$ cat src/rtl/banco_registradores_param_if.sv
// Bus between the datapath control unit and the register file: write port,
// two read ports and the sequential-clear handshake.
interface banco_registradores_param_if #(
   parameter int DATA_W = 16,
   parameter int ADDR_W = 4
);
   logic              enable;
   logic [ADDR_W-1:0] endereco_escrita;
   logic [DATA_W-1:0] conteudo_escrita;
   logic [ADDR_W-1:0] endereco_reg1;
   logic [ADDR_W-1:0] endereco_reg2;
   logic [DATA_W-1:0] conteudo_reg1;
   logic [DATA_W-1:0] conteudo_reg2;
   logic              ativar_clear;
   logic              ocupado;
   logic              clear_pronto;
   logic              escrita_descartada;

   modport master (
      output enable, endereco_escrita, conteudo_escrita,
      output endereco_reg1, endereco_reg2, ativar_clear,
      input  conteudo_reg1, conteudo_reg2, ocupado, clear_pronto, escrita_descartada
   );

   modport slave (
      input  enable, endereco_escrita, conteudo_escrita,
      input  endereco_reg1, endereco_reg2, ativar_clear,
      output conteudo_reg1, conteudo_reg2, ocupado, clear_pronto, escrita_descartada
   );
endinterface

$ cat src/rtl/banco_registradores_param.sv
// Parametrised DEPTH x DATA_W register file: two combinational read ports, one
// synchronous write port, optional bypass / hardwired-zero entry 0, sequential clear engine.
module banco_registradores_param #(
   parameter int DATA_W    = 16,
   parameter int ADDR_W    = 4,
   parameter bit BYPASS    = 1'b1,
   parameter bit ZERO_REG0 = 1'b0
) (
   input logic                   clk,
   input logic                   rst_n,
   banco_registradores_param_if.slave bus
);
   localparam int DEPTH = 2**ADDR_W;

   typedef enum logic [1:0] {
      OCIOSO   = 2'd0,
      LIMPANDO = 2'd1,
      FIM      = 2'd2
   } estado_t;

   estado_t           estado, estado_prox;
   logic [ADDR_W-1:0] ptr, ptr_prox;
   logic [DATA_W-1:0] mem [DEPTH];
   logic              ocupado;
   logic              escrita_aceita;
   logic              escrita_efetiva;

   // Bypass is resolved first so that the hardwired-zero entry always wins.
   function automatic logic [DATA_W-1:0] ler_porta(
      input logic [ADDR_W-1:0] endereco,
      input logic [DATA_W-1:0] armazenado,
      input logic              aceita,
      input logic [ADDR_W-1:0] end_escrita,
      input logic [DATA_W-1:0] dado_escrita
   );
      logic [DATA_W-1:0] r;
      r = armazenado;
      if (BYPASS && aceita && (endereco == end_escrita))
         r = dado_escrita;
      if (ZERO_REG0 && (endereco == '0))
         r = '0;
      return r;
   endfunction

   assign ocupado         = (estado == LIMPANDO);
   assign escrita_aceita  = bus.enable && !ocupado;
   assign escrita_efetiva = escrita_aceita && !(ZERO_REG0 && (bus.endereco_escrita == '0));

   always_ff @(posedge clk or negedge rst_n) begin
      if (!rst_n) begin
         estado <= OCIOSO;
         ptr    <= '0;
      end else begin
         estado <= estado_prox;
         ptr    <= ptr_prox;
      end
   end

   always_comb begin
      estado_prox = estado;
      ptr_prox    = ptr;
      case (estado)
         OCIOSO: begin
            if (bus.ativar_clear) begin
               estado_prox = LIMPANDO;
               ptr_prox    = '0;
            end
         end
         LIMPANDO: begin
            // The pointer wraps to zero on the same edge the engine leaves for FIM.
            ptr_prox = ptr + 1'b1;
            if (ptr == {ADDR_W{1'b1}})
               estado_prox = FIM;
         end
         FIM: begin
            if (bus.ativar_clear) begin
               estado_prox = LIMPANDO;
               ptr_prox    = '0;
            end else begin
               estado_prox = OCIOSO;
            end
         end
         default: begin
            estado_prox = OCIOSO;
            ptr_prox    = '0;
         end
      endcase
   end

   // Writes are blocked while clearing, so the clear and write paths never collide.
   always_ff @(posedge clk or negedge rst_n) begin
      if (!rst_n) begin
         for (int i = 0; i < DEPTH; i++)
            mem[i] <= '0;
      end else if (ocupado) begin
         mem[ptr] <= '0;
      end else if (escrita_efetiva) begin
         mem[bus.endereco_escrita] <= bus.conteudo_escrita;
      end
   end

   assign bus.conteudo_reg1 = ler_porta(bus.endereco_reg1, mem[bus.endereco_reg1],
                                        escrita_aceita, bus.endereco_escrita, bus.conteudo_escrita);
   assign bus.conteudo_reg2 = ler_porta(bus.endereco_reg2, mem[bus.endereco_reg2],
                                        escrita_aceita, bus.endereco_escrita, bus.conteudo_escrita);

   assign bus.ocupado            = ocupado;
   assign bus.clear_pronto       = (estado == FIM);
   assign bus.escrita_descartada = bus.enable && ocupado;

endmodule
$ cat src/flat_wrapper.sv
// flat-port wrapper written by rule: the top's interface ports become plain ports
module banco_registradores_param_flat 
#(
   parameter int DATA_W    = 16,
   parameter int ADDR_W    = 4,
   parameter bit BYPASS    = 1'b1,
   parameter bit ZERO_REG0 = 1'b0
)
  (clk, rst_n, bus_enable, bus_endereco_escrita, bus_conteudo_escrita, bus_endereco_reg1, bus_endereco_reg2, bus_ativar_clear, bus_conteudo_reg1, bus_conteudo_reg2, bus_ocupado, bus_clear_pronto, bus_escrita_descartada);
  banco_registradores_param_if #(.DATA_W(DATA_W), .ADDR_W(ADDR_W)) bus_i ();
  input logic clk;
  input logic rst_n;
  input wire logic [$bits(bus_i.enable)-1:0] bus_enable;
  input wire logic [$bits(bus_i.endereco_escrita)-1:0] bus_endereco_escrita;
  input wire logic [$bits(bus_i.conteudo_escrita)-1:0] bus_conteudo_escrita;
  input wire logic [$bits(bus_i.endereco_reg1)-1:0] bus_endereco_reg1;
  input wire logic [$bits(bus_i.endereco_reg2)-1:0] bus_endereco_reg2;
  input wire logic [$bits(bus_i.ativar_clear)-1:0] bus_ativar_clear;
  output wire logic [$bits(bus_i.conteudo_reg1)-1:0] bus_conteudo_reg1;
  output wire logic [$bits(bus_i.conteudo_reg2)-1:0] bus_conteudo_reg2;
  output wire logic [$bits(bus_i.ocupado)-1:0] bus_ocupado;
  output wire logic [$bits(bus_i.clear_pronto)-1:0] bus_clear_pronto;
  output wire logic [$bits(bus_i.escrita_descartada)-1:0] bus_escrita_descartada;
  assign bus_i.enable = bus_enable;
  assign bus_i.endereco_escrita = bus_endereco_escrita;
  assign bus_i.conteudo_escrita = bus_conteudo_escrita;
  assign bus_i.endereco_reg1 = bus_endereco_reg1;
  assign bus_i.endereco_reg2 = bus_endereco_reg2;
  assign bus_i.ativar_clear = bus_ativar_clear;
  assign bus_conteudo_reg1 = bus_i.conteudo_reg1;
  assign bus_conteudo_reg2 = bus_i.conteudo_reg2;
  assign bus_ocupado = bus_i.ocupado;
  assign bus_clear_pronto = bus_i.clear_pronto;
  assign bus_escrita_descartada = bus_i.escrita_descartada;
  banco_registradores_param #(.DATA_W(DATA_W), .ADDR_W(ADDR_W), .BYPASS(BYPASS), .ZERO_REG0(ZERO_REG0)) u_core (.clk(clk), .rst_n(rst_n), .bus(bus_i));
endmodule
$ cat config.mk
export PLATFORM = sky130hd
export DESIGN_NAME = banco_registradores_param_flat
export DESIGN_NICKNAME = d
export VERILOG_FILES = /design/src/rtl/banco_registradores_param_if.sv /design/src/rtl/banco_registradores_param.sv /design/src/flat_wrapper.sv
export SDC_FILE = /design/constraint.sdc
export NUM_CORES = 1
export LEC_CHECK = 0
export ABC_AREA = 0
export ABC_CLOCK_PERIOD_IN_PS = 1930
export CORE_MARGIN = 10
export CORE_UTILIZATION = 55
export CTS_CLUSTER_SIZE = 25
export DETAILED_ROUTE_END_ITERATION = 10
export DONT_BUFFER_PORTS = 1
export GPL_ROUTABILITY_DRIVEN = 1
export PLACE_DENSITY = 0.7
export SYNTH_ARGS = -nofsm -noshare
export SYNTH_HDL_FRONTEND = slang
export SYNTH_SLANG_ARGS = --single-unit
$ cat constraint.sdc
create_clock -name clk -period 1.93 [get_ports clk]
set_input_delay 0.2895 -clock clk [delete_from_list [all_inputs] [get_ports clk]]
set_output_delay 0.2895 -clock clk [all_outputs]
set_load 0.01 [all_outputs]
## Word-level counts from Yosys, hierarchy flattened

Index checks and enable logic that the tools add are counted.

- Muxes and demuxes: 21
- Order comparisons: 6
- Add/subtract/negate cells: 1
- Equality and inequality tests: 8
- Bitwise operators: 6
- Reduce and logical (&&, ||, !) cells: 11

Operator list:

| operator | count |
|---|---|
| $mux 256 | 2 |
| $and 256x256->256 | 1 |
| $bwmux 256 | 1 |
| $not 256->256 | 1 |
| $bmux 16 s4 | 2 |
| $demux 16 s4 | 2 |
| $mux 16 | 8 |
| $ge 5x5->1 const B | 4 |
| $not 4->5 | 4 |
| $lt 5x1->1 const B | 2 |
| $eq 4x4->1 | 2 |
| $pmux 4 s2 | 1 |
| $logic_and 1x1->1 | 6 |
| $pmux 2 s3 | 1 |
| $add 4x1->4 const B | 1 |
| $eq 4x4->1 const B | 1 |
| $mux 2 | 2 |
| $mux 4 | 1 |
| $ne 2x2->1 const B | 2 |
| $eq 2x1->1 const B | 1 |
| $eq 2x2->1 const B | 1 |
| $logic_not 2->1 | 1 |
| $ne 2x1->1 const B | 1 |
| $reduce_and 2->1 | 1 |
| 4 further kinds | 4 |

- Input bits: 32
- Logic and storage cells: 71
- Output and inout port bits: 35
- Bits in registers: 262

## Longest topological paths before layout

Gate-level depths: netlist of the first run.

- Word-level depth: 8
- Depth in mapped cells: 7
- Mapped depth without buffers: 6

## Worst setup path after synthesis of the first run

No wires, ideal clock.

- Kind: input -> output
- From: in bus_endereco_reg1[0]
- To: out bus_conteudo_reg1[13]
- Stages on the path: 6
- Path slack: -0.200 ns
- Data required time: 1.640 ns
- Arrival time: 1.840 ns
- Path through: buf_2 > buf_2 > mux4_2 > mux2i_1 > mux2i_1 > mux2_2

- Longest elaborated chain between the ends: 5
- Elaborated cells on any way between the ends: 7

Ends and longest elaborated chain:

| element | RTL line | source |
|---|---|---|
| start: declaration | flat_wrapper.sv:16 | `input wire logic [$bits(bus_i.endereco_reg1)-1:0] bus_endereco_reg1;` |
| $not 4->5 (not written as such) | banco_registradores_param.sv:102 | `assign bus.conteudo_reg1 = ler_porta(bus.endereco_reg1, mem[bus.endereco_reg1],` |
| $bmux 16 s4 | banco_registradores_param.sv:102 |  |
| $mux 16 (not written as such) (2 in a row) | banco_registradores_param.sv:102 |  |
| $mux 16 (*) | banco_registradores_param.sv:38 | `if (BYPASS && aceita && (endereco == end_escrita))` |
| end: declaration | flat_wrapper.sv:19 | `output wire logic [$bits(bus_i.conteudo_reg1)-1:0] bus_conteudo_reg1;` |

Mark *: on every way between the ends. The rest lies on a longest branch, timed or not. The select of a mux whose other input is x is not followed.

## Worst setup path after layout of the first run

- From: reg u_core.mem[139] (netlist name)
- To: out bus_conteudo_reg2[11]

- Longest elaborated chain between the ends: 4

Ends and longest elaborated chain:

| element | RTL line | source |
|---|---|---|
| start: declaration | banco_registradores_param.sv:23 | `logic [DATA_W-1:0] mem [DEPTH];` |
| start signal: indexed assignment | banco_registradores_param.sv:98 | `mem[bus.endereco_escrita] <= bus.conteudo_escrita;` |
| $bmux 16 s4 | banco_registradores_param.sv:104 | `assign bus.conteudo_reg2 = ler_porta(bus.endereco_reg2, mem[bus.endereco_reg2],` |
| $mux 16 (not written as such) (2 in a row) | banco_registradores_param.sv:104 |  |
| $mux 16 | banco_registradores_param.sv:38 |  |
| end: declaration | flat_wrapper.sv:20 | `output wire logic [$bits(bus_i.conteudo_reg2)-1:0] bus_conteudo_reg2;` |

Every way passes these cells. The select of a mux whose other input is x is not followed.

==> results of run 1 <==
==> synth_stat cells, types with 4 or more instances <==
library cell  number  share of area, %
nand2b_1           6              0.26
o211ai_1          16              0.83
dfrtp_1          262                46
buf_2             32               1.1
nand3b_1           4              0.21
buf_1             28              0.73
a21oi_1           15              0.52
buf_4              4              0.21
nand2_1           19              0.50
nor2_1            18              0.47
mux2_2            33               2.6
clkbuf_1          53               1.4
nand3_1           19              0.66
inv_1              7              0.18
ha_1               4              0.35
nor2_4             6              0.47
xnor2_1            8              0.49
nor3_1             5              0.17
mux2i_1           93               6.5
a22o_1           240                15
mux4_2           129                20
==> area by class of cell <==
class / instances / area share, %
multi-input cells: 640 / 45.1
flip-flops and latches: 262 / 38.4
repair buffers: 133 / 7.93
clock buffers: 41 / 5.10
well taps: 335 / 2.46
clock inverters: 8 / 0.821
inverters: 8 / 0.205
diodes: 1 / 0.0147
==> registers in the layout, summed over array words and instances, names as in the netlist <==
| name | cells |
|---|---|
| u_core.mem | 256 |
| u_core.ptr | 4 |
| u_core.estado | 2 |
==> power by group <==
group / total, µW / leakage [µW] / switching, µW / internal [µW]
Clock: 5870 / 0.000504 / 2240 / 3630
Sequential: 8480 / 0.00361 / 1360 / 7120
Combinational: 7200 / 0.00348 / 3170 / 4030
Total: 21500 / 0.00760 / 6770 / 14800
==> worst paths after layout <==
path / slack [ps] / from / to / depth (start not counted)
worst max-delay path: -560 / u_core.mem[139] / bus_conteudo_reg2[11] / 3
worst min-delay path: -560 / rst_n / u_core.mem[244] / 0
worst max register to register: 50 / u_core.estado[1] / u_core.mem[186] / 8
worst min register to register: 520 / u_core.mem[130] / u_core.mem[130] / 1
max in group asynchronous: 1940 / rst_n / u_core.mem[246] / 0
min in group clk: 190 / bus_endereco_escrita[3] / u_core.mem[212] / 3
==> cells in the final DEF (no fill, tap or decap), drive strengths merged, types with 6 or more instances in the layout <==
| master | Yosys | final |
|---|---|---|
| a21oi | 15 | 15 |
| a22o | 240 | 240 |
| buf | 67 | 116 |
| clkbuf | 53 | 41 |
| dfrtp | 262 | 262 |
| dlygate4sd3 | 0 | 17 |
| inv | 8 | 8 |
| mux2 | 33 | 33 |
| mux2i | 93 | 93 |
| mux4 | 129 | 129 |
| nand2 | 19 | 19 |
| nand2b | 6 | 6 |
| nand3 | 19 | 19 |
| nor2 | 24 | 24 |
| nor3 | 8 | 8 |
| o211ai | 16 | 16 |
| xnor2 | 8 | 8 |
==> routing by layer <==
metal  up-vias  track usage (%)  share of wire, %
met1      5608             37.6                37
met2       735             45.4                47
met3       144             6.88                10
met5         -                0                 0
met4         0             14.2               5.2
li1       4220                -                 -
==> cell families (layout without fill, tap and decap cells) <==
kind of cell	count (synthesis)	after routing	synth area share (%)
buf+inv	128	190	3.89
mux	255	255	29.2
flops	262	262	45.6
xor+xnor	10	10	0.609
simple gates	95	95	4.13
fa+ha+maj	4	4	0.348
compound gates	276	276	16.2
other cells	0	1	0
==> worst max-delay path: stages, from the launching register on <==
cell	delay, ps
dfrtp_1	380
mux4_2	480
mux4_2	500
mux2_4	310
==> stage by stage <==
stage	total power [µW]	hold slack [ps]
2_1_floorplan	12700	-6.09
3_3_place_gp	14600	6.48
3_5_place_dp	14800	8.64
4_1_cts	21100	-559
5_1_grt	22300	-568
6_report	21500	-565
==> repair_timing <==
action / 4_1_cts / 5_1_grt
pin swaps: 3 / 1
endpoints found under the hold margin: 523 / 262
setup endpoints to repair: 58 / 108
gates resized for setup: 52 / 14
setup buffers: 17 / 13
cloned: 1 / 0
==> reports/results.ini, run 1 <==
[placed_design]
place_congestion=0.856
place_ws_ps=-19.6
io_buffers=0
placed_area_um2=15400
dp_hpwl_um=27800
placedCellCount=1331

[finish]
multi_input_area_um2=7690
fin_area_um2=17100
area_growth_pct=18.6
fillers=1834
finalNonFillerCells=1428
drive_above_1_share_pct=36.4
nNetsFinal=1109
ff_latch_area_um2=6560
final_core_util_pct=65.9

[floorplanning]
die_w_um=182
num_rows=59
die_area_um2=33000
initial_core_util_pct=55.5
num_io_pins=67
core_um2=25900
die_h_um=182

[logic_synthesis]
yosys_most_used_dff=dfrtp_1
syn_area_um2=14400
synth_edf_count=0
synthCells=1030
synth-seq-cells=262
syn_nets=1066
syn_area_per_cell_um2=14.0
synth_cell_type_count=39
yosys_warnings=0
yosysSeqAreaShare_pct=45.6
async_flop_share_pct=100

[setup_path]
end_kind=output pin
start_kind=flip-flop
crit_fanout=2
critical_path_class=flip-flop to output pin
required_ps=1640
cp.arrival_ps=2200

[outcome]
violations=negative hold slack, negative setup slack
outcome=finished, violations left

[detailed_routing]
drt-vias-per-instance=7.50
ant_nets=0
wl_per_cell_um=34.4
drtPass1Iterations=5
vias=10700
drt_iter0_markers=1421
totalWireLength_um=49100
drcViolationCount=0

[global_route]
grt_first_pass_wirelength_um=73500
antenna_found_initial=0
grt_usage_pct=29.1
grt-ovfl-total=0
grt_max_degree=263
grt_pass1_vias=11000

[flow_run]
drv_cap=0

[worst_hold_path]
min-delay-path-class=primary input to asynchronous set/reset pin

[sta]
finalCriticalPeriod_ps=2490
whs_ps=-565
relSlewSlack_pct=49.7
tightest_slew_ps=753
fin_tns_setup_ps=-14430
rsz0062_at_grt=yes
clock_skew_ps=13.9
max_freq_ghz=0.401
worst_slack_ps=-562
final-setup-viol-count=32
hold_viol_final=262
finalMaxSlewViolations=0
timing.final.crit_share_pct=129

[power_and_ir_drop]
irDropWorstVdd_uv=895
power_density_nw_per_um2=1260
p_leak_uw=0.00760

[clock_network]
clock_latency_ps=550
ctsHoldBuffers=17
cts_tree=yes
cts_buffer_depth=3
cts.htree.levels=1
numCtsBuffers=28
clk_pin_slew_ps=70
cts_root_buf=clkbuf_16
cts.sinks=262

(Power assumes the default switching activity.)
==> run 2: changes to the inputs <==
==> constraint.sdc (replaced) <==
create_clock -name clk -period 1.93 [get_ports clk]
set_input_delay 0.4825 -clock clk [delete_from_list [all_inputs] [get_ports clk]]
set_output_delay 0.4825 -clock clk [all_outputs]
set_load 0.01 [all_outputs]
==> run 2 against run 1 <==
Effect of this change:
- critical path type unchanged
- the flow still finishes with violations (negative hold slack, negative setup slack)
- clock skew fell by 1.7 ps
- utilization rose by 2.7 points
- critical endpoint unchanged
- sequential share of layout area fell by 1.5 points
- sequential cell count did not move
==> reports/results.ini, run 2 (same netlist as run 1, synthesis figures left out) <==
[setup_path]
critical_path_class=flip-flop to output pin
critical_path.startpoint=u_core.mem[11]
end_kind=output pin
start_kind=flip-flop
required_ps=1450  ; -190 ps
crit_fanout=2  ; unchanged
r2r-start=u_core.estado[0]
cp.arrival_ps=2200  ; about the same

[detailed_routing]
vias=11100  ; +3.3%
drt_iter0_markers=1514  ; +6.5%
drt-vias-per-instance=7.27  ; -3.0%
drtPass1Iterations=7  ; +2
ant_nets=0  ; unchanged
wl_per_cell_um=32.1  ; -6.5%
totalWireLength_um=48900  ; -0.42%
drcViolationCount=0  ; unchanged

[global_route]
grt_usage_pct=29.0  ; -0.059 points
grt_max_degree=263  ; unchanged
antenna_found_initial=0  ; unchanged
grt_pass1_vias=11200  ; +2.2%
grt_first_pass_wirelength_um=73900  ; +0.65%
grt-ovfl-total=0  ; unchanged

[sta]
fin_tns_setup_ps=-38700  ; -24,270 ps
finalCriticalPeriod_ps=2680  ; +193 ps
clock_skew_ps=12.2  ; -1.66 ps
whs_ps=-372  ; +193 ps
finalMaxSlewViolations=0  ; unchanged
hold_viol_final=262  ; unchanged
max_freq_ghz=0.372  ; -7.2%
rsz0062_at_grt=yes
timing.final.crit_share_pct=139  ; +10 points
relSlewSlack_pct=51.0  ; +1.3 points
worst_slack_ps=-755  ; -193 ps
tightest_slew_ps=734  ; -19.1 ps
final-setup-viol-count=153  ; +380%

[placed_design]
io_buffers=0  ; unchanged
place_congestion=0.915  ; +6.9%
place_ws_ps=-310  ; -291 ps
placed_area_um2=16100  ; +5.1%
dp_hpwl_um=28600  ; +3.0%

[finish]
top_register=u_core.mem
area_growth_pct=23.5
mostFrequentLayoutCells=dfrtp_1, a22o_1, buf_4
antennaDiodeCount=0  ; -1
reg.largest.list=u_core.mem (256), u_core.ptr (4), u_core.estado (2)
drive_above_1_share_pct=42.2  ; +5.8 points
fillers=1730  ; -5.7%
final_core_util_pct=68.6  ; +2.7 points
largest_register_ff_count=256  ; unchanged
ff_latch_area_um2=6560  ; unchanged
multi_input_area_um2=7690  ; about the same
nNetsFinal=1201  ; +8.3%
fin_area_um2=17800  ; +4.1%
final_common_cell=dfrtp_1

[worst_hold_path]
min-delay-path-class=primary input to asynchronous set/reset pin

[power_and_ir_drop]
irDropWorstVdd_uv=887  ; -0.85%
power_density_nw_per_um2=1250  ; -1.2%
p_leak_uw=0.00813  ; +7.1%

[floorplanning]
num_rows=59  ; unchanged
num_io_pins=67  ; unchanged
die_w_um=182  ; unchanged
core_um2=25900  ; unchanged
die_h_um=182  ; unchanged
die_area_um2=33000  ; unchanged
initial_core_util_pct=55.5  ; unchanged

[clock_network]
cts.htree.levels=1  ; unchanged
cts_root_buf=clkbuf_16
clock_latency_ps=550  ; about the same
cts_tree=yes
numCtsBuffers=29  ; +3.6%
cts_buffer_depth=3  ; unchanged
clk_pin_slew_ps=70  ; about the same
cts.sinks=262  ; unchanged

[outcome]
violations=negative hold slack, negative setup slack
outcome=finished, violations left

[flow_run]
drv_cap=0  ; unchanged

## run 2: cell types whose count changed in the layout (fill, tap and decap cells not counted), moves of 9 or more
| cell | change |
|---|---|
| buf_4 | +84 |
| buf_6 | +20 |
| dlygate4sd3_1 | -17 |
| mux2i_1 | +9 |
| mux2i_2 | -9 |
## run 2: timing repair
action                                  CTS  global route
hold endpoints to repair                262           262
setup buffers                            21            15
resized for setup                        56            26
endpoints found under the setup margin   65           185
cloned                                    2             0
pin swaps                               104            32
## run 2: worst paths after layout
check                      depth (start not counted)  slack [ps]                     to
hold / removal                                     0        -370        u_core.mem[243]
min in group clk                                   1          20          u_core.ptr[1]
hold reg to reg                                    1         520         u_core.mem[55]
setup / recovery                                   3        -750  bus_conteudo_reg2[11]
max in group asynchronous                          0        1810          u_core.ptr[0]
setup reg to reg                                   9        -280        u_core.mem[247]
## run 2: final cells by class
class,instances,area share [%]
Multi-Input combinational cell,640,43.3
Sequential cell,262,36.9
Timing Repair Buffer,224,12.0
Clock buffer,44,4.96
Tap cell,335,2.36
Clock inverter,8,0.366
Inverter,8,0.197
## run 2: power by group
part / internal, µW / switching, µW
combinational: 4850 / 3270
sequential: 7120 / 1370
clock: 3250 / 2300
total: 15200 / 6940
## run 2: per-stage QoR
step,power [µW],instances
2_1_floorplan,12700,1030
3_3_place_gp,15500,1433
3_5_place_dp,15700,1433
4_1_cts,21700,1508
5_1_grt,23000,1521
6_report,22200,1521
## run 2: routing by layer
metal,global-route usage (%),vias to the layer above,part of all wire (%),wire length [µm]
met1,37.3,5830,38,18600
met3,7.50,133,9.5,4650
met5,0,-,0,0
li1,-,4410,-,-
met2,45.3,686,48,23700
met4,13.8,0,4.0,1980
## run 2: worst max-delay path: stages, from the launching register on
cell and delay [ps]:
dfrtp_1 400, mux4_2 460, mux4_2 480, mux2_4 310
==> run 3: changes to the inputs <==
- SKIP_LAST_GASP: unset -> 1
==> run 3 against run 2 <==
Effect of this change:
- clock skew increased by 1.7 ps
- final cell count fell by 0.33%
- highest routed layer unchanged
- the run still ends with negative hold slack, negative setup slack left
- sequential share of layout area is 0.10 points higher
- setup slack improved by 8.6 ps
- via count barely moved
- critical endpoint unchanged
==> reports/results.ini, run 3 (same netlist as run 1, synthesis figures left out) <==
[sta]
clock_skew_ps=13.9  ; +1.73 ps
timing.final.crit_share_pct=139  ; -0.44 points
tightest_slew_ps=733  ; -0.872 ps
relSlewSlack_pct=51.0  ; +0.058 points
whs_ps=-370  ; +1.84 ps
finalMaxSlewViolations=0  ; unchanged
rsz0062_at_grt=yes
final-setup-viol-count=185  ; +21%
worst_slack_ps=-746  ; +8.59 ps
max_freq_ghz=0.374  ; +0.32%
hold_viol_final=262  ; unchanged
finalCriticalPeriod_ps=2680  ; -8.59 ps

[global_route]
grt_first_pass_wirelength_um=74200  ; +0.30%
antenna_found_initial=0  ; unchanged
grt_usage_pct=29.1  ; +0.039 points
grt-ovfl-total=0  ; unchanged
grt_pass1_vias=11200  ; +0.12%
grt_max_degree=263  ; unchanged

[clock_network]
numCtsBuffers=29  ; unchanged
clk_pin_slew_ps=60  ; about the same
cts_buffer_depth=3  ; unchanged
cts_tree=yes
clock_latency_ps=550  ; about the same
cts.sinks=262  ; unchanged
cts.htree.levels=1  ; unchanged
cts_root_buf=clkbuf_16

[power_and_ir_drop]
irDropWorstVdd_uv=892  ; +0.57%
p_leak_uw=0.00810  ; -0.36%
power_density_nw_per_um2=1250  ; about the same

[floorplanning]
die_w_um=182  ; unchanged
core_um2=25900  ; unchanged
num_rows=59  ; unchanged
initial_core_util_pct=55.5  ; unchanged
die_area_um2=33000  ; unchanged
die_h_um=182  ; unchanged
num_io_pins=67  ; unchanged

[outcome]
outcome=finished, violations left
violations=negative hold slack, negative setup slack

[finish]
drive_above_1_share_pct=42.1  ; -0.16 points
final_common_cell=dfrtp_1
nNetsFinal=1196  ; -0.42%
top_register=u_core.mem
finalNonFillerCells=1516  ; -0.33%
antennaDiodeCount=0  ; unchanged
largest_register_ff_count=256  ; unchanged
area_growth_pct=23.2
mostFrequentLayoutCells=dfrtp_1, a22o_1, buf_4
multi_input_area_um2=7660  ; -0.37%
reg.largest.list=u_core.mem (256), u_core.ptr (4), u_core.estado (2)
ff_latch_area_um2=6560  ; unchanged
fillers=1739  ; +0.52%

[placed_design]
place_ws_ps=-310  ; unchanged
dp_hpwl_um=28600  ; unchanged
io_buffers=0  ; unchanged
place_congestion=0.915  ; unchanged
placedCellCount=1433  ; unchanged

[setup_path]
crit_fanout=2  ; unchanged
required_ps=1450  ; about the same
critical_path_class=flip-flop to output pin
cp.arrival_ps=2190  ; about the same
end_kind=output pin
start_kind=flip-flop

[detailed_routing]
wl_per_cell_um=32.3  ; +0.50%
drt_iter0_markers=1602  ; +5.8%
drt-vias-per-instance=7.30  ; +0.43%
drcViolationCount=0  ; unchanged
ant_nets=0  ; unchanged
totalWireLength_um=49000  ; +0.17%
vias=11100  ; +0.099%
drtPass1Iterations=5  ; -2

[worst_hold_path]
min-delay-path-class=primary input to asynchronous set/reset pin

[flow_run]
drv_cap=0  ; unchanged

run 3: worst paths after layout:
path                            slack [ps]  cells after the start               endpoint        startpoint
min in group clk                        20                      1          u_core.ptr[1]  bus_ativar_clear
worst max register to register        -290                     11         u_core.mem[94]  u_core.estado[0]
worst max-delay path                  -750                      3  bus_conteudo_reg2[11]   u_core.mem[203]
worst min-delay path                  -370                      0        u_core.mem[243]             rst_n
worst min register to register         520                      1         u_core.mem[55]    u_core.mem[55]
max in group asynchronous             1760                      0        u_core.mem[183]             rst_n
run 3: timing repair:
item	in CTS	in global routing
gates resized for setup	52	26
buffers inserted	21	8
setup endpoints to repair	65	185
pin swaps	30	84
gates cloned	2	1
hold endpoints to repair	262	262
run 3: layer usage:
metal / track usage (%) / vias to the layer above / share of wire [%]
met5: 0 / - / 0
met4: 13.4 / 0 / 5.0
met3: 7.04 / 171 / 9.7
met2: 45.4 / 695 / 47
met1: 37.7 / 5815 / 38
li1: - / 4389 / -
run 3: critical path, cell delays in order, from the launching register on:
cell	delay, ps
dfrtp_1	400
mux4_2	480
mux4_2	470
mux2_4	310
run 3: power breakdown:
part	internal, µW	switching, µW
logic	4800	3250
registers	7120	1370
clock network	3250	2300
total	15200	6920
run 3: area by class of cell:
cell class,count,share of cell area (%)
clock buffer,44,4.98
clock inverter,8,0.367
inverter,8,0.198
multi-input combinational,640,43.2
sequential,262,37.0
tap,335,2.36
timing repair buffer,219,11.9
run 3: per-stage QoR:
step                hold WS, ps  area (µm²)  total power (µW)  TNS, ps  utilization (%)
global route               -380       17700             22900   -60690             68.4
global placement            201       16100             15500   -10300             62.3
floorplan                   187       14700             12700   -11410                -
CTS                        -377       17500             21700   -29200             67.6
detailed placement          201       16100             15700   -12110             62.3
finish                     -370       17700             22100   -51620             68.4
